--- config.mk ---
export PLATFORM = sky130hd
export DESIGN_NAME = siteswap_validator
export DESIGN_NICKNAME = d
export VERILOG_FILES = /design/src/rtl/siteswap_pkg.sv /design/src/rtl/siteswap_validator.sv
export SDC_FILE = /design/constraint.sdc
export NUM_CORES = 1
export LEC_CHECK = 0
export ABC_AREA = 0
export CAP_MARGIN = 20
export CORE_MARGIN = 10
export CORE_UTILIZATION = 50
export CTS_CLUSTER_DIAMETER = 80
export DETAILED_ROUTE_END_ITERATION = 6
export DONT_BUFFER_PORTS = 1
export GPL_ROUTABILITY_DRIVEN = 0
export SKIP_CTS_REPAIR_TIMING = 1
export SYNTH_ARGS = -nofsm -noshare
export SYNTH_HDL_FRONTEND = slang
export SYNTH_SLANG_ARGS = --single-unit
--- constraint.sdc ---
create_clock -name clk_in -period 46.4 [get_ports clk_in]
set_input_delay 4.64 -clock clk_in [delete_from_list [all_inputs] [get_ports clk_in]]
set_output_delay 4.64 -clock clk_in [all_outputs]
set_load 0.02 [all_outputs]
--- src/rtl/siteswap_pkg.sv ---
// Shared constants, enums and the small modulo helper for the siteswap validator.
package siteswap_pkg;

   localparam int DIGIT_W = 3;
   localparam int MAX_LEN = 7;

   typedef enum logic [1:0] {
      ERR_NONE      = 2'd0,
      ERR_COLLISION = 2'd1,
      ERR_OVERFLOW  = 2'd2,
      ERR_EMPTY     = 2'd3
   } err_code_e;

   typedef enum logic [1:0] {
      ST_COLLECT = 2'd0,
      ST_CHECK   = 2'd1,
      ST_DIV     = 2'd2
   } state_e;

   // value is at most 13 and len at least 1, so 13 conditional subtractions always suffice
   function automatic logic [2:0] mod_small(input logic [3:0] value, input logic [2:0] len);
      logic [3:0] v;
      v = value;
      for (int i = 0; i < 13; i++) begin
         if ((len != 3'd0) && (v >= {1'b0, len})) v = v - {1'b0, len};
      end
      return v[2:0];
   endfunction

endpackage

--- src/rtl/siteswap_validator.sv ---
// Collects siteswap digits, checks landing collisions and ball count, publishes the pattern.
// Build option REPEAT_FILL_EN: pattern_out entries past the period repeat the pattern instead of reading 0.
//
// state      | meaning
// ST_COLLECT | accepting digits, waiting for commit; outputs held
// ST_CHECK   | one digit per cycle: landing slot collision test and digit sum
// ST_DIV     | restoring divide of sum by period to get the ball count
module siteswap_validator
   import siteswap_pkg::*;
(
   input  logic               clk_in,
   input  logic               rst_in,
   input  logic [DIGIT_W-1:0] digit_in,
   input  logic               digit_valid_in,
   input  logic               commit_in,
   input  logic               clear_in,
   output logic [DIGIT_W-1:0] pattern_out [MAX_LEN-1:0],
   output logic [2:0]         num_balls_out,
   output logic [2:0]         pattern_len_out,
   output logic               pattern_valid,
   output logic               error_out,
   output logic [1:0]         err_code_out,
   output logic               busy_out
);

   state_e             state_q, state_d;
   logic [2:0]         len_q, len_d;
   logic               ovf_q, ovf_d;
   logic [DIGIT_W-1:0] buf_q [MAX_LEN-1:0];
   logic [DIGIT_W-1:0] buf_d [MAX_LEN-1:0];
   logic [2:0]         k_q, k_d;
   logic [MAX_LEN-1:0] bitmap_q, bitmap_d;
   logic [5:0]         sum_q, sum_d;
   logic [5:0]         rem_q, rem_d;
   logic [2:0]         quo_q, quo_d;
   logic [DIGIT_W-1:0] pat_q [MAX_LEN-1:0];
   logic [DIGIT_W-1:0] pat_d [MAX_LEN-1:0];
   logic [2:0]         balls_q, balls_d;
   logic [2:0]         plen_q, plen_d;
   logic               valid_q, valid_d;
   logic               err_q, err_d;
   err_code_e          code_q, code_d;

   logic [DIGIT_W-1:0] cur_digit;
   logic [2:0]         slot;
   logic [2:0]         len_a;
   logic               ovf_a;

   always_comb begin
      state_d  = state_q;
      len_d    = len_q;
      ovf_d    = ovf_q;
      buf_d    = buf_q;
      k_d      = k_q;
      bitmap_d = bitmap_q;
      sum_d    = sum_q;
      rem_d    = rem_q;
      quo_d    = quo_q;
      pat_d    = pat_q;
      balls_d  = balls_q;
      plen_d   = plen_q;
      valid_d  = valid_q;
      err_d    = err_q;
      code_d   = code_q;
      len_a    = len_q;
      ovf_a    = ovf_q;

      cur_digit = buf_q[k_q];
      slot      = mod_small({1'b0, k_q} + {1'b0, cur_digit}, len_q);

      if (clear_in) begin
         state_d = ST_COLLECT;
         len_d   = '0;
         ovf_d   = 1'b0;
         for (int i = 0; i < MAX_LEN; i++) pat_d[i] = '0;
         balls_d = '0;
         plen_d  = '0;
         valid_d = 1'b0;
         err_d   = 1'b0;
         code_d  = ERR_NONE;
      end else begin
         case (state_q)
            ST_COLLECT: begin
               // a digit arriving with commit is appended before the commit is evaluated
               if (digit_valid_in) begin
                  if (len_q == 3'(MAX_LEN)) begin
                     ovf_a = 1'b1;
                  end else begin
                     buf_d[len_q] = digit_in;
                     len_a        = len_q + 3'd1;
                  end
               end
               len_d = len_a;
               ovf_d = ovf_a;
               if (commit_in) begin
                  if (ovf_a || (len_a == 3'd0)) begin
                     err_d   = 1'b1;
                     code_d  = ovf_a ? ERR_OVERFLOW : ERR_EMPTY;
                     valid_d = 1'b0;
                     len_d   = '0;
                     ovf_d   = 1'b0;
                  end else begin
                     state_d  = ST_CHECK;
                     k_d      = '0;
                     bitmap_d = '0;
                     sum_d    = '0;
                     valid_d  = 1'b0;
                  end
               end
            end
            ST_CHECK: begin
               if (k_q == len_q) begin
                  state_d = ST_DIV;
                  rem_d   = sum_q;
                  quo_d   = '0;
               end else if (bitmap_q[slot]) begin
                  state_d = ST_COLLECT;
                  err_d   = 1'b1;
                  code_d  = ERR_COLLISION;
                  len_d   = '0;
                  ovf_d   = 1'b0;
               end else begin
                  bitmap_d[slot] = 1'b1;
                  sum_d          = sum_q + {3'd0, cur_digit};
                  k_d            = k_q + 3'd1;
               end
            end
            ST_DIV: begin
               if (rem_q >= {3'd0, len_q}) begin
                  rem_d = rem_q - {3'd0, len_q};
                  quo_d = quo_q + 3'd1;
               end else begin
                  state_d = ST_COLLECT;
                  len_d   = '0;
                  ovf_d   = 1'b0;
                  // a remainder is impossible after a clean CHECK; treat it as a collision anyway
                  if (rem_q != 6'd0) begin
                     err_d  = 1'b1;
                     code_d = ERR_COLLISION;
                  end else if (quo_q == 3'd0) begin
                     err_d  = 1'b1;
                     code_d = ERR_EMPTY;
                  end else begin
                     for (int i = 0; i < MAX_LEN; i++) begin
`ifdef REPEAT_FILL_EN
                        pat_d[i] = buf_q[mod_small(4'(i), len_q)];
`else
                        pat_d[i] = (3'(i) < len_q) ? buf_q[i] : '0;
`endif
                     end
                     balls_d = quo_q;
                     plen_d  = len_q;
                     valid_d = 1'b1;
                     err_d   = 1'b0;
                     code_d  = ERR_NONE;
                  end
               end
            end
            default: state_d = ST_COLLECT;
         endcase
      end
   end

   always_ff @(posedge clk_in or negedge rst_in) begin
      if (!rst_in) begin
         state_q  <= ST_COLLECT;
         len_q    <= '0;
         ovf_q    <= 1'b0;
         k_q      <= '0;
         bitmap_q <= '0;
         sum_q    <= '0;
         rem_q    <= '0;
         quo_q    <= '0;
         balls_q  <= '0;
         plen_q   <= '0;
         valid_q  <= 1'b0;
         err_q    <= 1'b0;
         code_q   <= ERR_NONE;
         for (int i = 0; i < MAX_LEN; i++) begin
            buf_q[i] <= '0;
            pat_q[i] <= '0;
         end
      end else begin
         state_q  <= state_d;
         len_q    <= len_d;
         ovf_q    <= ovf_d;
         k_q      <= k_d;
         bitmap_q <= bitmap_d;
         sum_q    <= sum_d;
         rem_q    <= rem_d;
         quo_q    <= quo_d;
         balls_q  <= balls_d;
         plen_q   <= plen_d;
         valid_q  <= valid_d;
         err_q    <= err_d;
         code_q   <= code_d;
         for (int i = 0; i < MAX_LEN; i++) begin
            buf_q[i] <= buf_d[i];
            pat_q[i] <= pat_d[i];
         end
      end
   end

   assign pattern_out     = pat_q;
   assign num_balls_out   = balls_q;
   assign pattern_len_out = plen_q;
   assign pattern_valid   = valid_q;
   assign error_out       = err_q;
   assign err_code_out    = code_q;
   assign busy_out        = (state_q != ST_COLLECT);

endmodule

# Yosys cells after proc, flatten, opt, wreduce, memory -nomap -nowiden
# Index checks and enable logic that the tools add are counted.
[totals]
elab_cells = 251
regBits = 83
inputBits = 8
[classes]
muxes = 119
n_lt_le_gt_ge = 26
n_eq_ne = 22
n_reduce_logical = 35
bitwise_logic = 3
add_sub_neg = 19
[op_table]
columns = ["operator", "n"]
rows = [
  ["3-bit two-way mux", 36],
  ["21-bit two-way mux", 5],
  ["4-bit by 3-bit >= comparator with 1-bit output", 13],
  ["4-bit two-way mux", 12],
  ["4-bit by 3-bit subtractor with 4-bit output", 12],
  ["6-bit two-way mux", 6],
  ["2-bit two-way mux", 14],
  ["7-bit two-way mux", 4],
  ["1-bit two-way mux", 26],
  ["3-bit != test (second input constant)", 8],
  ["6-bit case mux with 2 select lines", 2],
  ["21-bit bitwise mux", 1],
  ["4-bit AND reduction", 5],
  ["2-bit != test (second input constant)", 9],
  ["1-bit logical AND", 15],
  ["7-bit case mux with 2 select lines", 1],
  ["3-bit by 4-bit < comparator with 1-bit output (second input constant)", 3],
  ["2-bit case mux with 3 select lines", 2],
  ["3-bit case mux with 2 select lines", 2],
  ["6-bit AND reduction", 2],
  ["3-bit by 1-bit adder with 3-bit output (second input constant)", 3],
  ["3-bit binary-select mux with 3-bit select", 1],
  ["3-bit demux with 3-bit select", 1],
  ["3-bit < comparator (first input constant)", 3],
  ["28 further kinds", 38],
]

# Logic depth before layout (Yosys ltp)
[depth]
ltp_word = 50
ltp_mapped = 124
mapped_depth_nobuf = 121

# Worst setup path after synthesis
# Ideal clock, no wire load.
[synth_path]
path_kind = "flip-flop to flip-flop"
start = "register k_q[0]"
end = "register code_q[0], in the netlist err_code_out[0]"
n_path_buf = 2
slack_ns = 24.056
synth_period_minus_slack_ns = 22.344
setup_time_ns = 0.110
path_stages_with_launch = 114
t_arrival_ns = 22.234
path_cell_list = "dfrtp_1 > clkbuf_1 > mux4_2 > mux2_2 > ha_1 > fa_1 > inv_1 > fa_1 > a21bo_2 > a21oi_1 > a21oi_1 > mux2_2 > inv_1 > ha_1 > a21bo_2 > nand2_1 > nand2b_1 > o31ai_1 > (+78 left out) > a2bb2oi_1 > o211ai_1 > nand2_1 > inv_1 > ha_1 > nand2_1 > nand2_1 > a21oi_1 > nand4_1 > a211oi_1 > o21ai_0 > a22o_1 > o211a_1 > a22oi_4 > a31oi_4 > or2_1 > buf_6 > o41ai_1"
[synth_between]
elab_chain_len = 46
word_cells_on_any_way = 61
classes_between = "14 x add/sub; 13 x order compare; 3 x eq/ne; 17 x mux; 14 x reduce/logical"
[synth_lines]
columns = ["element", "line_no", "rtl"]
rows = [
  ["from (decl)", "siteswap_validator.sv:31", "logic [2:0] k_q, k_d;"],
  ["from (signal assigned)", "siteswap_validator.sv:187", "k_q <= k_d;"],
  ["3-bit binary-select mux with 3-bit select", "siteswap_validator.sv:68", "cur_digit = buf_q[k_q];"],
  ["3-bit two-way mux (implied by the code)", "siteswap_validator.sv:68", ""],
  ["3-bit by 3-bit adder with 4-bit output", "siteswap_validator.sv:69", "slot = mod_small({1'b0, k_q} + {1'b0, cur_digit}, len_q);"],
  ["4-bit by 3-bit >= comparator with 1-bit output", "siteswap_pkg.sv:25", "if ((len != 3'd0) && (v >= {1'b0, len})) v = v - {1'b0, len};"],
  ["1-bit logical AND", "siteswap_pkg.sv:25", ""],
  ["4-bit two-way mux", "siteswap_pkg.sv:25", ""],
  ["4-bit by 3-bit >= comparator with 1-bit output", "siteswap_pkg.sv:25", ""],
  ["1-bit logical AND", "siteswap_pkg.sv:25", ""],
  ["(+30 left out)", "-", ""],
  ["4-bit two-way mux", "siteswap_pkg.sv:25", ""],
  ["4-bit by 3-bit >= comparator with 1-bit output", "siteswap_pkg.sv:25", ""],
  ["1-bit logical AND", "siteswap_pkg.sv:25", ""],
  ["3-bit two-way mux", "siteswap_pkg.sv:25", ""],
  ["1-bit binary-select mux with 3-bit select", "siteswap_validator.sv:116", "end else if (bitmap_q[slot]) begin"],
  ["1-bit two-way mux (implied by the code)", "siteswap_validator.sv:116", ""],
  ["3-bit != test (no line)", "-", ""],
  ["6-bit AND reduction (no line) *", "-", ""],
  ["to (signal assigned)", "siteswap_validator.sv:196", "code_q <= code_d;"],
  ["to (decl)", "siteswap_validator.sv:42", "err_code_e code_q, code_d;"],
]
# Every way passes the cells marked *; elsewhere a longest branch is shown, timed or not. The select of a mux whose other input is x is not followed.
# A chain may end at the register's enable or synchronous reset.

# Final worst setup path
# Ends and elaborated chain as after synthesis.

==> results.tsv <==
metric	value	unit
finalSetupTns	0	ns
yosysMostFrequentCell	nand2_1	
dp_hpwl	14.15	mm
cp_max_fo	12	
slew_headroom	0.4149	
async_reset_ff_frac	1.000	
die_w	143.2	µm
hold_viol	0	
cts_buffers	9	
worst_hold_slack	0.4925	ns
yosysUniqueCellTypes	87	
critPathCaptureType	flop	
crit_path_start_kind	flop	
cpPeakStageDelay	0.83	ns
cp.arrival	26.11	ns
grt_pass1_vias	6532	
syn_avg_cell_area	8.798	µm²
period_share	0.5579	
drc_errors	0	
synth_cells	862	
crit_family	compound AO/OA/AOI/OAI gates	
clk_pin_slew	0.06	ns
die_h	143.2	µm
holdCritPathClass	reg2reg	
synth_seq_cells	83	
required	46.62	ns
yosys_warnings	0	
clk_latency	0.35	ns
rows	44	
wl_per_cell	18.42	µm
fin_area	8000	µm²
synth_top_area_frac	0.2739	
worst_pin_slew	0.8754	ns
vias	6423	
synth_commonest_cells	nand2_1, dfrtp_1, nor2_1, ha_1, o21ai_0	
critPathLaunch	k_q[0]	
viasPerCell	6.182	
cts_buffer_depth	2	
pin_count	40	
area_growth	5.494	%
finalNetCount	931	
ant_nets	0	
synth_area_leaders	dfrtp_1, ha_1, nand2_1	
die-area	20490	µm²
cap_violations	0	
status	completed	
crit_top_cell	nand2_1	
antenna_cells	0	
setup_viol	0	
core_area	14700	µm²
wl	19.14	mm
final_layout_size_suffix_gt1_frac	0.1216	
gr-total-overflow	0	
r2r_start	k_q[0]	
timing_worst_setup_path_type	reg2reg	
crit_path_top_delay_cell	a2111oi_1	
floorplan.initialDensity	0.5159	
firstDrtPassIters	5	
ys_seq_area_frac	0.2739	
antenna_found_initial	0	
worst-path-buf-inv	7	
grt_setup_unrepaired	false	
numPortBuffers	0	
cts_tree	yes	
synth.cell_area	7584	µm²
fin_crit	25.89	ns
yosys.area.top_type	dfrtp_1	
max_freq	38.63	MHz
final.setup_skew	0.01208	ns
ys.flop_type	dfrtp_1	
syn_nets	943	
min-delay-start	bitmap_q[6]	
track_usage	0.1904	
slew_viol_final	0	
cts_sinks	83	
grt_max_degree	84	
drt_iter0_markers	361	
cts_root_buf	clkbuf_16	
htreeDepth	3	
synth_edf_count	0	
placed_cell_area	7705	µm²
grt_pass1_wl	32.39	mm
[per-stage QoR]
| stage | utilization | cells | setup slack (ns) |
|---|---|---|---|
| 2_1_floorplan | - | 862 | 24.06 |
| 5_1_grt | 0.5443 | 1039 | 18.44 |
| 6_report | 0.5443 | 1039 | 20.51 |
| 3_5_place_dp | 0.5242 | 1023 | 20.89 |
| 4_1_cts | 0.5443 | 1039 | 20.73 |
| 3_3_place_gp | 0.5242 | 1023 | 21.68 |
[cell type report]
class                   count  area, µm²
fillers                  1323       6699
flip-flops and latches     83       2077
clock inverters             5      42.54
inverters                  50      187.7
clock buffers              11      252.7
multi-input cells         701       5172
well taps                 184      230.2
repair buffers              5      37.54
[metal layers]
| metal | GRT usage | share of wire | vias up |
|---|---|---|---|
| li1 | - | - | 3137 |
| met1 | 0.2369 | 0.44 | 3124 |
| met2 | 0.3224 | 0.49 | 132 |
| met3 | 0.03847 | 0.046 | 30 |
| met4 | 0.06243 | 0.020 | 0 |
| met5 | 0 | 0 | - |
[worst paths after layout]
| path | to | slack [ns] | cells after the start |
|---|---|---|---|
| worst max-delay path | err_code_out[0] | 20.51 | 110 |
| worst min-delay path | bitmap_q[6] | 0.49 | 2 |
| worst max register to register | err_code_out[0] | 20.51 | 110 |
| worst min register to register | bitmap_q[6] | 0.49 | 2 |
| max in group asynchronous | bitmap_q[1] | 42.29 | 0 |
| min in group asynchronous | pattern_out[12] | 3.98 | 0 |
[worst register-to-register path, delay by kind of cell (launching register included)]
family / cells / cell delay [ns]
compound gates: 48 / 12.08
simple gates: 28 / 3.66
buf+inv: 7 / 0.55
fa+ha+maj: 20 / 5.96
mux: 7 / 2.91
flops: 1 / 0.66
[flip-flops by register name, summed over array words and instances (netlist names)]
name,cells
buf_q,21
pattern_out,21
bitmap_q,7
rem_q,6
sum_q,6
k_q,3
len_q,3
num_balls_out,3
pattern_len_out,3
quo_q,3
err_code_out,2
state_q,2
error_out,1
ovf_q,1
pattern_valid,1
[cells in the final DEF (no fill, tap or decap), types with 5 or more instances in the layout]
master / netlist / final
o21ai_0: 52 / 51
a21o_1: 16 / 16
o21a_1: 11 / 11
a31oi_1: 12 / 12
buf_4: 0 / 5
mux2i_1: 20 / 20
mux2_2: 41 / 41
xnor2_1: 12 / 12
clkbuf_16: 0 / 9
nand2_1: 125 / 125
a211o_1: 5 / 5
xor2_1: 9 / 9
nand2b_1: 6 / 6
fa_1: 16 / 16
and2_1: 11 / 11
a22o_1: 7 / 7
ha_1: 57 / 57
a21oi_1: 43 / 43
nand4_1: 11 / 11
a211oi_1: 12 / 12
o22ai_1: 7 / 7
dfrtp_1: 83 / 83
inv_1: 46 / 46
nor2_1: 60 / 60
nor2b_1: 12 / 12
nand3_1: 18 / 18
nor4_1: 7 / 7
o31ai_1: 8 / 8
nor3_1: 19 / 19
[cells by family (layout without fill, tap and decap cells)]
| logic type | after synthesis | in the layout | synth area share |
|---|---|---|---|
| compound gates | 242 | 242 | 0.2341 |
| xor+xnor | 21 | 21 | 0.02425 |
| fa+ha+maj | 73 | 73 | 0.1363 |
| buf+inv | 78 | 71 | 0.04455 |
| flops | 83 | 83 | 0.2739 |
| mux | 66 | 66 | 0.09916 |
| simple gates | 299 | 299 | 0.1878 |
Power is left out: the tool's default activity adds up to more than one toggle a clock period on the data nets, which glitch-free logic cannot reach.
